==> src/rtl/debug_controller_if.sv <==
// Purpose: groups every debug_controller signal except clk/reset into one bundle.
// Latency: no logic here; wires only.
// Backpressure: none in the bundle. The memory side waits on mem_ack.
// Ports: bridge side (seize/run/addr/wr_*/stopped/val), CPU side (cpu_stall/cpu_at_boundary),
//        register file side (reg_*), memory arbiter side (mem_*).
//        The slave modport is the controller's view. The master modport is the environment's view.
interface debug_controller_if;
  logic        debug_seize;
  logic        debug_run;
  logic [7:0]  debug_addr;
  logic [15:0] debug_wr_val;
  logic        debug_wr_en;
  logic        debug_stopped;
  logic [15:0] debug_val;
  logic        cpu_stall;
  logic        cpu_at_boundary;
  logic [3:0]  reg_sel;
  logic [15:0] reg_rd_val;
  logic [15:0] reg_wr_val;
  logic        reg_wr_en;
  logic        mem_access;
  logic        mem_ack;
  logic        mem_wr_en;
  logic [18:0] mem_addr;
  logic [15:0] mem_data_out;
  logic [15:0] mem_data_in;

  modport slave (
    input  debug_seize, debug_run, debug_addr, debug_wr_val, debug_wr_en,
    input  cpu_at_boundary, reg_rd_val, mem_ack, mem_data_in,
    output debug_stopped, debug_val, cpu_stall, reg_sel, reg_wr_val, reg_wr_en,
    output mem_access, mem_wr_en, mem_addr, mem_data_out
  );

  modport master (
    output debug_seize, debug_run, debug_addr, debug_wr_val, debug_wr_en,
    output cpu_at_boundary, reg_rd_val, mem_ack, mem_data_in,
    input  debug_stopped, debug_val, cpu_stall, reg_sel, reg_wr_val, reg_wr_en,
    input  mem_access, mem_wr_en, mem_addr, mem_data_out
  );
endinterface

==> src/rtl/debug_controller.sv <==
// Purpose: stalls the CPU on seize and runs 8-bit debug procedures against the regfile and memory.
// Latency: run->stopped is 4 cycles for a reg read and 3 for reg write/seg/off/status. Memory takes 3 plus the ack wait.
// Backpressure: a memory procedure holds its request stable until mem_ack. debug_run is honoured only in STOPPED.
// Ports: clk, reset (async, active high), dbg (debug_controller_if.slave: bridge, CPU, regfile and memory signals).
module debug_controller #(
  parameter logic [15:0] ILLEGAL_VAL = 16'hffff
) (
  input logic           clk,
  input logic           reset,
  debug_controller_if.slave dbg
);

  typedef enum logic [2:0] {
    RUNNING, SEIZING, STOPPED, REG_RD, REG_CAP, REG_WR, MEM, DONE
  } state_t;

  state_t      state, state_nxt;
  logic [7:0]  op;
  logic [15:0] wr_latch, wr_latch_nxt;
  logic [15:0] mem_seg, mem_off;
  logic [15:0] debug_val_q;
  logic [18:0] mem_addr_q;
  logic [15:0] mem_data_q;
  logic        mem_wr_q;
  logic [18:0] mem_word;
  logic        start;

  // A write arriving together with debug_run must be seen by that procedure.
  assign wr_latch_nxt = dbg.debug_wr_en ? dbg.debug_wr_val : wr_latch;
  assign start        = (state == STOPPED) && dbg.debug_run;

  // Compute the word address directly.
  // seg*16 is even, so (seg*16 + off) >> 1 equals seg*8 + (off >> 1), taken modulo 2^19.
  assign mem_word = {mem_seg, 3'b000} + {4'b0000, mem_off[15:1]};

  always_ff @(posedge clk or posedge reset) begin
    if (reset) state <= RUNNING;
    else       state <= state_nxt;
  end

  always_comb begin
    state_nxt = state;
    case (state)
      RUNNING: if (dbg.debug_seize) state_nxt = SEIZING;
      SEIZING: begin
        if (!dbg.debug_seize)          state_nxt = RUNNING;
        else if (dbg.cpu_at_boundary)  state_nxt = STOPPED;
      end
      STOPPED: begin
        if (dbg.debug_run) begin
          if (dbg.debug_addr[7:4] == 4'h0)      state_nxt = REG_RD;
          else if (dbg.debug_addr[7:4] == 4'h1) state_nxt = REG_WR;
          else if (dbg.debug_addr == 8'h22 || dbg.debug_addr == 8'h23) state_nxt = MEM;
          // seg/off/status/illegal codes produce their result in REG_CAP.
          else                                  state_nxt = REG_CAP;
        end else if (!dbg.debug_seize) begin
          state_nxt = RUNNING;
        end
      end
      REG_RD:  state_nxt = REG_CAP;
      REG_CAP: state_nxt = DONE;
      REG_WR:  state_nxt = DONE;
      MEM:     if (dbg.mem_ack) state_nxt = DONE;
      DONE:    state_nxt = STOPPED;
      default: state_nxt = RUNNING;
    endcase
  end

  always_ff @(posedge clk or posedge reset) begin
    if (reset) begin
      op          <= 8'h00;
      wr_latch    <= 16'h0000;
      mem_seg     <= 16'h0000;
      mem_off     <= 16'h0000;
      debug_val_q <= 16'h0000;
      mem_addr_q  <= 19'h00000;
      mem_data_q  <= 16'h0000;
      mem_wr_q    <= 1'b0;
    end else begin
      wr_latch <= wr_latch_nxt;
      if (start) begin
        op         <= dbg.debug_addr;
        // Freeze the memory request so it cannot move while waiting for ack.
        mem_addr_q <= mem_word;
        mem_data_q <= wr_latch_nxt;
        mem_wr_q   <= (dbg.debug_addr == 8'h23);
      end
      case (state)
        REG_WR: debug_val_q <= wr_latch;
        REG_CAP: begin
          if (op[7:4] == 4'h0) begin
            debug_val_q <= dbg.reg_rd_val;
          end else begin
            case (op)
              8'h20: begin
                mem_seg     <= wr_latch;
                debug_val_q <= wr_latch;
              end
              8'h21: begin
                mem_off     <= wr_latch;
                debug_val_q <= wr_latch;
              end
              8'h24:   debug_val_q <= mem_seg;
              8'h25:   debug_val_q <= mem_off;
              default: debug_val_q <= ILLEGAL_VAL;
            endcase
          end
        end
        MEM: begin
          if (dbg.mem_ack) begin
            debug_val_q <= mem_wr_q ? mem_data_q : dbg.mem_data_in;
            mem_off     <= mem_off + 16'd2;
          end
        end
        default: ;
      endcase
    end
  end

  assign dbg.cpu_stall     = (state != RUNNING);
  assign dbg.debug_stopped = (state == STOPPED);
  assign dbg.debug_val     = debug_val_q;
  assign dbg.reg_sel       = (state == REG_RD || state == REG_CAP || state == REG_WR) ? op[3:0] : 4'h0;
  assign dbg.reg_wr_en     = (state == REG_WR);
  assign dbg.reg_wr_val    = (state == REG_WR) ? wr_latch : 16'h0000;
  assign dbg.mem_access    = (state == MEM);
  assign dbg.mem_wr_en     = (state == MEM) && mem_wr_q;
  assign dbg.mem_addr      = (state == MEM) ? mem_addr_q : 19'h00000;
  assign dbg.mem_data_out  = (state == MEM) ? mem_data_q : 16'h0000;

endmodule

==> src/flat_wrapper.sv <==
// flat-port wrapper written by rule: the top's interface ports become plain ports
module debug_controller_flat 
#(
  parameter logic [15:0] ILLEGAL_VAL = 16'hffff
)
  (clk, reset, dbg_debug_seize, dbg_debug_run, dbg_debug_addr, dbg_debug_wr_val, dbg_debug_wr_en, dbg_cpu_at_boundary, dbg_reg_rd_val, dbg_mem_ack, dbg_mem_data_in, dbg_debug_stopped, dbg_debug_val, dbg_cpu_stall, dbg_reg_sel, dbg_reg_wr_val, dbg_reg_wr_en, dbg_mem_access, dbg_mem_wr_en, dbg_mem_addr, dbg_mem_data_out);
  debug_controller_if dbg_i ();
  input logic clk;
  input logic reset;
  input wire logic [$bits(dbg_i.debug_seize)-1:0] dbg_debug_seize;
  input wire logic [$bits(dbg_i.debug_run)-1:0] dbg_debug_run;
  input wire logic [$bits(dbg_i.debug_addr)-1:0] dbg_debug_addr;
  input wire logic [$bits(dbg_i.debug_wr_val)-1:0] dbg_debug_wr_val;
  input wire logic [$bits(dbg_i.debug_wr_en)-1:0] dbg_debug_wr_en;
  input wire logic [$bits(dbg_i.cpu_at_boundary)-1:0] dbg_cpu_at_boundary;
  input wire logic [$bits(dbg_i.reg_rd_val)-1:0] dbg_reg_rd_val;
  input wire logic [$bits(dbg_i.mem_ack)-1:0] dbg_mem_ack;
  input wire logic [$bits(dbg_i.mem_data_in)-1:0] dbg_mem_data_in;
  output wire logic [$bits(dbg_i.debug_stopped)-1:0] dbg_debug_stopped;
  output wire logic [$bits(dbg_i.debug_val)-1:0] dbg_debug_val;
  output wire logic [$bits(dbg_i.cpu_stall)-1:0] dbg_cpu_stall;
  output wire logic [$bits(dbg_i.reg_sel)-1:0] dbg_reg_sel;
  output wire logic [$bits(dbg_i.reg_wr_val)-1:0] dbg_reg_wr_val;
  output wire logic [$bits(dbg_i.reg_wr_en)-1:0] dbg_reg_wr_en;
  output wire logic [$bits(dbg_i.mem_access)-1:0] dbg_mem_access;
  output wire logic [$bits(dbg_i.mem_wr_en)-1:0] dbg_mem_wr_en;
  output wire logic [$bits(dbg_i.mem_addr)-1:0] dbg_mem_addr;
  output wire logic [$bits(dbg_i.mem_data_out)-1:0] dbg_mem_data_out;
  assign dbg_i.debug_seize = dbg_debug_seize;
  assign dbg_i.debug_run = dbg_debug_run;
  assign dbg_i.debug_addr = dbg_debug_addr;
  assign dbg_i.debug_wr_val = dbg_debug_wr_val;
  assign dbg_i.debug_wr_en = dbg_debug_wr_en;
  assign dbg_i.cpu_at_boundary = dbg_cpu_at_boundary;
  assign dbg_i.reg_rd_val = dbg_reg_rd_val;
  assign dbg_i.mem_ack = dbg_mem_ack;
  assign dbg_i.mem_data_in = dbg_mem_data_in;
  assign dbg_debug_stopped = dbg_i.debug_stopped;
  assign dbg_debug_val = dbg_i.debug_val;
  assign dbg_cpu_stall = dbg_i.cpu_stall;
  assign dbg_reg_sel = dbg_i.reg_sel;
  assign dbg_reg_wr_val = dbg_i.reg_wr_val;
  assign dbg_reg_wr_en = dbg_i.reg_wr_en;
  assign dbg_mem_access = dbg_i.mem_access;
  assign dbg_mem_wr_en = dbg_i.mem_wr_en;
  assign dbg_mem_addr = dbg_i.mem_addr;
  assign dbg_mem_data_out = dbg_i.mem_data_out;
  debug_controller #(.ILLEGAL_VAL(ILLEGAL_VAL)) u_core (.clk(clk), .reset(reset), .dbg(dbg_i));
endmodule
==> config.mk <==
export PLATFORM = sky130hd
export DESIGN_NAME = debug_controller_flat
export DESIGN_NICKNAME = d
export VERILOG_FILES = /design/src/rtl/debug_controller_if.sv /design/src/rtl/debug_controller.sv /design/src/flat_wrapper.sv
export SDC_FILE = /design/constraint.sdc
export NUM_CORES = 1
export LEC_CHECK = 0
export BUFFER_PORTS_ARGS = -buffer_cell sky130_fd_sc_hd__buf_2
export CELL_PAD_IN_SITES_DETAIL_PLACEMENT = 0
export CELL_PAD_IN_SITES_GLOBAL_PLACEMENT = 1
export CORE_ASPECT_RATIO = 1.5
export CORE_MARGIN = 2
export CORE_UTILIZATION = 42
export CTS_CLUSTER_DIAMETER = 120
export CTS_CLUSTER_SIZE = 12
export DETAILED_ROUTE_END_ITERATION = 8
export PLACE_DENSITY_LB_ADDON = 0.15
export SETUP_SLACK_MARGIN = 0.4
export SLEW_MARGIN = 20
export SYNTH_ARGS = -nofsm -noshare
export SYNTH_HDL_FRONTEND = slang
export SYNTH_SLANG_ARGS = --single-unit
==> constraint.sdc <==
create_clock -name clk -period 3.7 [get_ports clk]
set_input_delay 0 -clock clk [delete_from_list [all_inputs] [get_ports clk]]
set_output_delay 0 -clock clk [all_outputs]
set_load 0.05 [all_outputs]
==> impl_metrics.json, run 1 <==
{
  "worst_pin_slew_ns": 1.05,
  "fmax_mhz": 400,
  "fin_worst_skew_ns": 0.0143,
  "max-cap-violations": 0,
  "num_io_pins": 139,
  "insertion_delay_ns": 0.36,
  "die-area_mm2": 0.0172,
  "r2r_cells": 5,
  "netSwitchingFraction_pct": 52.6,
  "status": "completed",
  "min_path_cells": 4,
  "drive_gt1_share_pct": 25.4,
  "hp-class": "in -> reg",
  "portBuffers": 138,
  "syn_area_mm2": 0.00680,
  "synth_top_family_by_area": "simple AND/OR/NAND/NOR gates",
  "slew_violations": 0,
  "async_flop_share_pct": 100,
  "crit_type": "reg -> out",
  "holdWs_ns": 0.0687,
  "p_int_w": 0.00344,
  "clkPwrFrac_pct": 13.3,
  "ys_types": 63,
  "min_period_ns": 2.50,
  "drcViolationCount": 0,
  "clk_pin_slew_ns": 0.08,
  "netlist_instances": 769,
  "synth_compound_area_share_pct": 17.3,
  "antenna_cells": 0,
  "p_leak_nw": 3.90,
  "power.share.combinational_pct": 54.3,
  "numCtsBuffers": 9,
  "synth_adder_area_share_pct": 2.69,
  "postSynthNetCount": 846,
  "post_cts_buffers": 0,
  "power_w": 0.00727,
  "antenna_found_initial": 0,
  "ant_nets": 0,
  "share_seq_of_total_power_pct": 32.4,
  "ys_ff_latch": 111,
  "cts_tree": "done",
  "routed_via_density": 5.74,
  "period_share_pct": 67.6,
  "path_max_fanout": 35,
  "clock_path_buffers": 2,
  "switchingPower_w": 0.00382,
  "synth_top_area_share_pct": 40.9,
  "wl_um": 22600,
  "synth-simple-area-share_pct": 22.9,
  "setup_violations": 0,
  "num_vias": 6341,
  "gp_congestion": 0.902,
  "start_util_pct": 42.4,
  "layout_commonest_cell": "buf_2",
  "track_usage_pct": 26.9,
  "final-hold-violation-count": 0,
  "die_y_um": 160,
  "synth_xor_area_share_pct": 0.773,
  "fin_nets": 971,
  "dpl.hpwl_um": 16200,
  "synth_warnings": 0,
  "power.density_mw_per_mm2": 897,
  "synthTopCellsByArea": "dfrtp_1, mux2_2, nand2_1",
  "grt_max_degree": 70,
  "core_area_mm2": 0.0160,
  "synthMuxAreaShare_pct": 10.9,
  "slew_headroom_pct": 30.0,
  "ys.flop_type": "dfrtp_1",
  "grt-ovfl-total": 0,
  "ir_drop_uv": 453,
  "cts-root-buf": "clkbuf_16",
  "drt_iter0_markers": 399,
  "cts_resized": 0,
  "final_cell_mix": "buf_2, nand2_1, dfrtp_1, a21oi_1, nor2_1",
  "chipWidth_um": 108,
  "synth.avg_cell_area_um2": 8.84,
  "ys_seq_area_share_pct": 40.9,
  "wl_per_cell_um": 20.4,
  "end_kind": "primary output",
  "design_area_mm2": 0.00810,
  "tns_ns": 0,
  "start_kind": "register",
  "grt_pass1_wl_um": 35500,
  "arrival_ns": 2.50,
  "area_delta_synth_final_pct": 19.2,
  "placed_area_mm2": 0.00757,
  "yosysTopAreaCell": "dfrtp_1",
  "first_pass_iters": 5,
  "first_global_vias": 6349,
  "rows": 57,
  "grt_setup_unrepaired": "no",
  "cts_htree_levels": 3,
  "synth_edf_count": 0,
  "clkSinkCount": 111,
  "cp.required_ns": 3.70
}
==> sequential cells by signal, summed over array words and instances, names as in the netlist <==
register              count
u_core.mem_addr_q        19
u_core.dbg.debug_val     16
u_core.mem_data_q        16
u_core.mem_off           16
u_core.mem_seg           16
u_core.wr_latch          16
u_core.op                 8
u_core.state              3
u_core.mem_wr_q           1
==> power by group through the flow <==
stage	Clock [W]	Combinational (W)	Sequential, W
2_1_floorplan	0	0.00289	0.00229
3_3_place_gp	0	0.00387	0.00235
3_5_place_dp	0	0.00394	0.00237
4_1_cts	0.000978	0.00397	0.00235
5_1_grt	0.00103	0.00431	0.00242
6_report	0.000964	0.00395	0.00235
==> critical path, cell delays in order, from the launching register on <==
cell and delay, ns:
dfrtp_2 0.58, buf_4 0.32, nor2_1 0.71, and2_1 0.25
buf_2 0.27
==> synthesized netlist by cell type, drive strengths merged (4+ instances only) <==
cell / number
nand2: 127
dfrtp: 111
a21oi: 66
nor2: 51
mux2: 47
o21ai: 40
and3: 38
clkbuf: 38
buf: 24
and2: 23
mux2i: 21
nand3: 19
o31ai: 16
nor2b: 15
a32o: 14
ha: 13
inv: 9
o22ai: 9
nand2b: 7
nand4: 7
nor3: 7
a2bb2oi: 5
o221ai: 5
o2111ai: 4
xor2: 4
==> final timing paths <==
check,startpoint,end,slack (ns)
max,u_core.state[1]$_DFFE_PP0P_,dbg_reg_wr_val[0],1.20
min,dbg_cpu_at_boundary,u_core.state[1]$_DFFE_PP0P_,0.07
max reg2reg,u_core.op[1]$_DFFE_PP0P_,u_core.mem_seg[7]$_DFFE_PP0P_,1.23
min reg2reg,u_core.mem_addr_q[3]$_DFFE_PP0P_,u_core.mem_addr_q[3]$_DFFE_PP0P_,0.48
max in group asynchronous,reset,u_core.mem_wr_q$_DFFE_PP0P_,2.39
min in group asynchronous,reset,u_core.mem_addr_q[11]$_DFFE_PP0P_,0.39
==> through the flow <==
stage          setup slack [ns]  utilization [%]  std cells
2_1_floorplan             0.769                -        769
3_3_place_gp               1.27             47.2       1064
3_5_place_dp               1.22             47.2       1064
4_1_cts                    1.21             50.5       1105
5_1_grt                    1.04             50.5       1105
6_report                   1.20             50.5       1105
==> area by class of cell <==
class / count / area (µm²)
fill: 1569 / 7940
multi-input combinational: 587 / 3710
sequential: 111 / 2780
timing repair buffer: 176 / 1040
tap: 206 / 258
clock buffer: 9 / 225
clock inverter: 7 / 53.8
inverter: 9 / 36.3
==> layer usage <==
metal,share of wire (%),vias up,global-route usage (%)
met5,0,-,0
met1,40,3093,32.9
met3,5.4,46,4.61
met4,4.0,0,11.5
met2,51,203,46.1
li1,-,2999,-
==> kinds of logic after synthesis <==
kind of cell    after synthesis
fa+ha+maj                    14
flops                       111
simple gates                315
xor+xnor                      6
buf+inv                      71
mux                          68
compound gates              184
==> repair_timing <==
action | 4_1_cts | 5_1_grt
endpoints found under the setup margin | 0 | 0
hold buffers | 25 | 0
endpoints found under the hold margin | 105 | 0
(Power assumes the default switching activity.)
==> run 2: changes to the inputs <==
clock period = 2.4 ns   (was 3.7 ns; I/O delays follow)
==> run 2 against run 1 <==
Wire length shrank 1.3%. Critical endpoint is now u_core.mem_addr_q[13]$_DFFE_PP0P_. Register-to-register slack lost 0.83 ns. Total power grew 65%. Combinational power grew 81%.
==> impl_metrics.json, run 2 (same netlist as run 1, synthesis figures left out) <==
{
  "status": "completed",
  "ir_drop_uv": 612,
  "fin_worst_skew_ns": 0.0124,
  "holdCritStartpoint": "dbg_reg_rd_val[0]",
  "seqCellArea_mm2": 0.00281,
  "arrival_ns": 2.29,
  "fin_cells": 1153,
  "antenna_cells": 0,
  "multi_input_area_mm2": 0.00390,
  "start_util_pct": 42.4,
  "timing.rr.start": "u_core.mem_off[9]$_DFFE_PP0P_",
  "drive_gt1_share_pct": 32.9,
  "cp.required_ns": 2.69,
  "grt_pass1_wl_um": 34900,
  "grtUsageMet2_pct": 44.4,
  "numPlacedInstances": 1077,
  "drt_iter0_markers": 373,
  "area_delta_synth_final_pct": 28.4,
  "insertion_delay_ns": 0.35,
  "clkSinkCount": 111,
  "met3_usage_pct": 4.00,
  "rows": 57,
  "path_max_fanout": 6,
  "fill_cells": 1495,
  "numCtsBuffers": 9,
  "largest_register": "u_core.mem_addr_q",
  "largest_reg_flops": 19,
  "num_io_pins": 139,
  "slew_violations": 0,
  "gp_congestion": 0.827,
  "ant_nets": 0,
  "start_kind": "register",
  "hp-class": "in -> reg",
  "die-area_mm2": 0.0172,
  "first_global_vias": 6588,
  "end_kind": "register",
  "cts_htree_levels": 3,
  "drcViolationCount": 0,
  "grt_max_degree": 87,
  "min_period_ns": 2.00,
  "p_leak_nw": 4.14,
  "tns_ns": 0,
  "worst_pin_slew_ns": 0.589,
  "startpoint": "u_core.mem_off[9]$_DFFE_PP0P_",
  "cts-root-buf": "clkbuf_16",
  "grt_setup_unrepaired": "yes",
  "portBuffers": 138,
  "core_area_mm2": 0.0160,
  "grt-ovfl-total": 0,
  "layout_commonest_cell": "buf_2",
  "final_cell_mix": "buf_2, nand2_1, dfrtp_1, a21oi_1, buf_4",
  "fmax_mhz": 499,
  "dpl.hpwl_um": 15200,
  "crit_type": "reg -> reg",
  "period_share_pct": 83.4,
  "max-cap-violations": 0,
  "power.density_mw_per_mm2": 1370,
  "wl_per_cell_um": 19.3,
  "wl_um": 22300,
  "clk_pin_slew_ns": 0.08,
  "die_y_um": 160,
  "slew_headroom_pct": 60.6,
  "track_usage_pct": 25.8,
  "chipWidth_um": 108,
  "grt_use_met1_pct": 32.7,
  "num_vias": 6510,
  "final-hold-violation-count": 0,
  "antenna_found_initial": 1,
  "setup_violations": 0,
  "clock_path_buffers": 2,
  "busiest_layer": "met2",
  "cts_tree": "done",
  "first_pass_iters": 5,
  "fin_nets": 1019,
  "routed_via_density": 5.65
}
[run 2: cell types whose count changed in the layout (fill, tap and decap cells not counted), moves of 3 or more]
| cell | change |
|---|---|
| dfrtp_2 | +14 |
| buf_2 | -3 |
| dfrtp_1 | -16 |
| buf_6 | +3 |
| buf_4 | +41 |
| clkbuf_4 | +3 |
| ha_1 | -11 |
| ha_4 | +11 |
[run 2: critical path: stages (launching register included)]
cell and delay, ns:
dfrtp_2 0.47, ha_4 0.32, nand3_4 0.09, o31a_1 0.32, and2_4 0.19, or4_1 0.46
nand3_1 0.09
[run 2: report_power, final]
part	switching, W	total, W	internal, W
Clock	0.000710	0.00145	0.000742
Sequential	0.000780	0.00340	0.00262
Combinational	0.00448	0.00714	0.00266
Total	0.00597	0.0120	0.00602
[run 2: per-stage QoR]
stage          area [µm²]  hold WS, ns  utilization (%)  total power, W  setup slack, ns
3_5_place_dp         7720        0.137             48.1         0.00968            0.240
5_1_grt              8720        0.111             54.4          0.0128            0.353
6_report             8720       0.0810             54.4          0.0120            0.398
4_1_cts              8420       0.0740             52.5          0.0115            0.400
2_1_floorplan        6830        0.105                -         0.00804            0.376
3_3_place_gp         7720        0.133             48.1         0.00956            0.298
[run 2: what timing repair did]
| item | in CTS | in global routing |
|---|---|---|
| hold buffers | 25 | 0 |
| pin swaps | 2 | 10 |
| hold endpoints to repair | 149 | 0 |
| setup endpoints to repair | 65 | 77 |
| setup buffers | 6 | 29 |
| resized for setup | 26 | 29 |
[run 2: layout make-up]
| class | instances | share of cell area [%] |
|---|---|---|
| clock inverters | 6 | 0.502 |
| clock buffers | 10 | 2.74 |
| repair buffers | 224 | 16.5 |
| flip-flops and latches | 111 | 32.2 |
| multi-input cells | 587 | 44.7 |
| inverters | 9 | 0.430 |
| well taps | 206 | 2.95 |
[run 2: worst paths after layout]
kind | depth (start not counted) | slack (ns) | to
max | 6 | 0.40 | u_core.mem_addr_q[13]$_DFFE_PP0P_
min | 4 | 0.08 | u_core.dbg.debug_val[0]$_DFFE_PP0P_
max reg2reg | 6 | 0.40 | u_core.mem_addr_q[13]$_DFFE_PP0P_
min reg2reg | 2 | 0.47 | u_core.mem_addr_q[16]$_DFFE_PP0P_
max in group asynchronous | 4 | 1.63 | u_core.state[1]$_DFFE_PP0P_
min in group asynchronous | 4 | 0.30 | u_core.mem_addr_q[1]$_DFFE_PP0P_
[run 2: routing by layer]
metal  up-vias  share of wire (%)
li1       3091                  -
met1      3181                 41
met2       192                 51
met3        46                4.3
met4         0                2.8
met5         -                  0
==> run 3: changes to the inputs <==
CORE_UTILIZATION = 38   (was 42)
clock period = 1.8 ns   (was 2.4 ns; I/O delays follow)
==> run 3 against run 2 <==
The flow now finishes with violations (design-rule violations, negative setup slack). Cell count is 11% higher. Worst hold slack worse by 0.031 ns. Non-clock buffer count is 122 higher. Sequential share of layout area is 9.3 points lower. Register-to-register slack worse by 0.56 ns. Largest power group unchanged. Wire length is 33% higher.
==> impl_metrics.json, run 3 (same netlist as run 1, synthesis figures left out) <==
{
  "dpl.hpwl_um": 17600,
  "largest_register": "u_core.mem_addr_q",
  "fin_nets": 1142,
  "reg2reg_slack_ns": -0.17,
  "path_cells": "ha_4, nand3_4, o31a_1, and2_4, or4_1, nand3_1",
  "setup_violations": 61,
  "die-area_mm2": 0.0190,
  "antenna_found_initial": 0,
  "holdWs_ns": 0.0500,
  "design_area_mm2": 0.0122,
  "fin_cells": 1283,
  "power_w": 0.0234,
  "drive_gt1_share_pct": 58.3,
  "cp.required_ns": 2.10,
  "r2r-end": "u_core.mem_addr_q[15]$_DFFE_PP0P_",
  "clkPwrFrac_pct": 8.5,
  "gp_congestion": 0.866,
  "num_io_pins": 139,
  "worst_pin_slew_ns": 0.479,
  "final_cell_mix": "dfrtp_1, buf_4, nand2_1, buf_2, buf_8",
  "min_path_cells": 3,
  "ir_drop_uv": 1090,
  "track_usage_pct": 30.3,
  "fin_worst_skew_ns": 0.00717,
  "min_period_ns": 1.97,
  "start_util_pct": 39.0,
  "violations": "design-rule violations, negative setup slack",
  "ant_nets": 0,
  "die_y_um": 168,
  "period_share_pct": 109,
  "grt-ovfl-total": 0,
  "grt_setup_unrepaired": "yes",
  "first_pass_iters": 7,
  "cp_slowest_cell": "or4_1",
  "max-cap-violations": 0,
  "netSwitchingFraction_pct": 46.0,
  "wl_per_cell_um": 23.0,
  "arrival_ns": 2.27,
  "num_vias": 7436,
  "clk_pin_slew_ns": 0.08,
  "start_kind": "register",
  "hp-class": "in -> reg",
  "insertion_delay_ns": 0.37,
  "wl_um": 29600,
  "portBuffers": 138,
  "cts_htree_levels": 3,
  "power.share.combinational_pct": 72.3,
  "switchingPower_w": 0.0108,
  "slew_violations": 0,
  "slew_headroom_pct": 68.1,
  "grt_pass1_wl_um": 44200,
  "clkSinkCount": 111,
  "placed_area_mm2": 0.00875,
  "share_seq_of_total_power_pct": 19.2,
  "drt_iter0_markers": 366,
  "max_stage_delay_ns": 0.48,
  "rows": 59,
  "r2r_cells": 6,
  "final-hold-violation-count": 0,
  "routed_via_density": 5.80,
  "p_int_w": 0.0126,
  "end_kind": "register",
  "numPlacedInstances": 1148,
  "numCtsBuffers": 9,
  "timing.rr.start": "u_core.mem_off[10]$_DFFE_PP0P_",
  "holdCritStartpoint": "dbg_debug_seize",
  "status": "finished, violations left",
  "clock_path_buffers": 2,
  "power.density_mw_per_mm2": 1920,
  "cts-root-buf": "clkbuf_16",
  "p_leak_nw": 5.34,
  "cts_tree": "done",
  "first_global_vias": 7664,
  "drcViolationCount": 3,
  "chipWidth_um": 113,
  "area_delta_synth_final_pct": 78.9,
  "grt_max_degree": 63,
  "crit_type": "reg -> reg",
  "finalWorstSetupSlack_ns": -0.166,
  "layout_commonest_cell": "dfrtp_1",
  "largest_reg_flops": 19,
  "core_area_mm2": 0.0174,
  "fmax_mhz": 509,
  "path_max_fanout": 6,
  "antenna_cells": 0,
  "min_delay_worst_endpoint": "u_core.state[1]$_DFFE_PP0P_"
}
## run 3: cell count changes in the layout (fill, tap and decap cells not counted), sizes merged
cell,previous run,this run
clkbuf,14,12
clkinvlp,1,3
buf,195,317
a21o,2,3
clkinv,4,3
bufbuf,0,1
## run 3: timing repair
action | CTS | global route
gates resized for setup | 397 | 81
hold endpoints to repair | 147 | 0
hold buffers | 25 | 0
setup buffers | 57 | 18
pin swaps | 81 | 43
setup endpoints to repair | 154 | 154
cloned | 16 | 3
## run 3: per-layer routing
layer | vias up | GRT usage [%] | part of all wire (%)
met1 | 3673 | 35.6 | 37
met5 | - | 0 | 0
met4 | 0 | 13.9 | 4.5
li1 | 3355 | - | -
met2 | 332 | 54.6 | 53
met3 | 76 | 3.71 | 5.4
## run 3: how the worst max path moves through the flow
stage                              startpoint                                 to  slack (ns)  depth (start not counted)
4_1_cts         u_core.mem_seg[3]$_DFFE_PP0P_  u_core.mem_addr_q[18]$_DFFE_PP0P_       -0.15                          8
3_5_place_dp   u_core.mem_off[10]$_DFFE_PP0P_  u_core.mem_addr_q[15]$_DFFE_PP0P_       -0.16                          6
5_1_grt         u_core.mem_seg[0]$_DFFE_PP0P_  u_core.mem_addr_q[15]$_DFFE_PP0P_       -0.23                          7
3_3_place_gp    u_core.mem_seg[6]$_DFFE_PP0P_  u_core.mem_addr_q[15]$_DFFE_PP0P_       -0.14                          6
6_report       u_core.mem_off[10]$_DFFE_PP0P_  u_core.mem_addr_q[15]$_DFFE_PP0P_       -0.17                          6
2_1_floorplan   u_core.mem_off[7]$_DFFE_PP0P_  u_core.mem_addr_q[15]$_DFFE_PP0P_       -0.20                          7
## run 3: metrics by stage
step	setup TNS (ns)	setup slack, ns	util [%]
after detailed placement	-1.03	-0.161	50.3
after floorplan	-0.364	-0.195	-
after global routing	-7.87	-0.227	69.8
after global placement	-0.697	-0.140	50.3
final	-4.11	-0.166	69.8
after CTS	-2.21	-0.151	66.5
## run 3: power groups by stage
stage          Combinational [W]  Sequential, W  Clock [W]
2_1_floorplan            0.00708        0.00480          0
3_3_place_gp              0.0105        0.00438          0
3_5_place_dp              0.0106        0.00442          0
4_1_cts                   0.0154        0.00443    0.00200
5_1_grt                   0.0177        0.00459    0.00210
6_report                  0.0169        0.00449    0.00199
## run 3: layout make-up
type | count | area, µm²
clock buffer | 9 | 225
sequential | 111 | 2790
tap | 213 | 267
multi-input combinational | 588 | 4980
timing repair buffer | 346 | 3800
clock inverter | 7 | 57.6
fill | 1255 | 5260
inverter | 9 | 45.0
## run 3: worst max-delay path, delay by kind of cell (launching register included)
family	cells	cell delay (ns)
flip-flops	1	0.42
AND/OR/NAND/NOR	4	0.84
AO/OA/AOI/OAI	1	0.34
adder cells (fa/ha/maj)	1	0.30
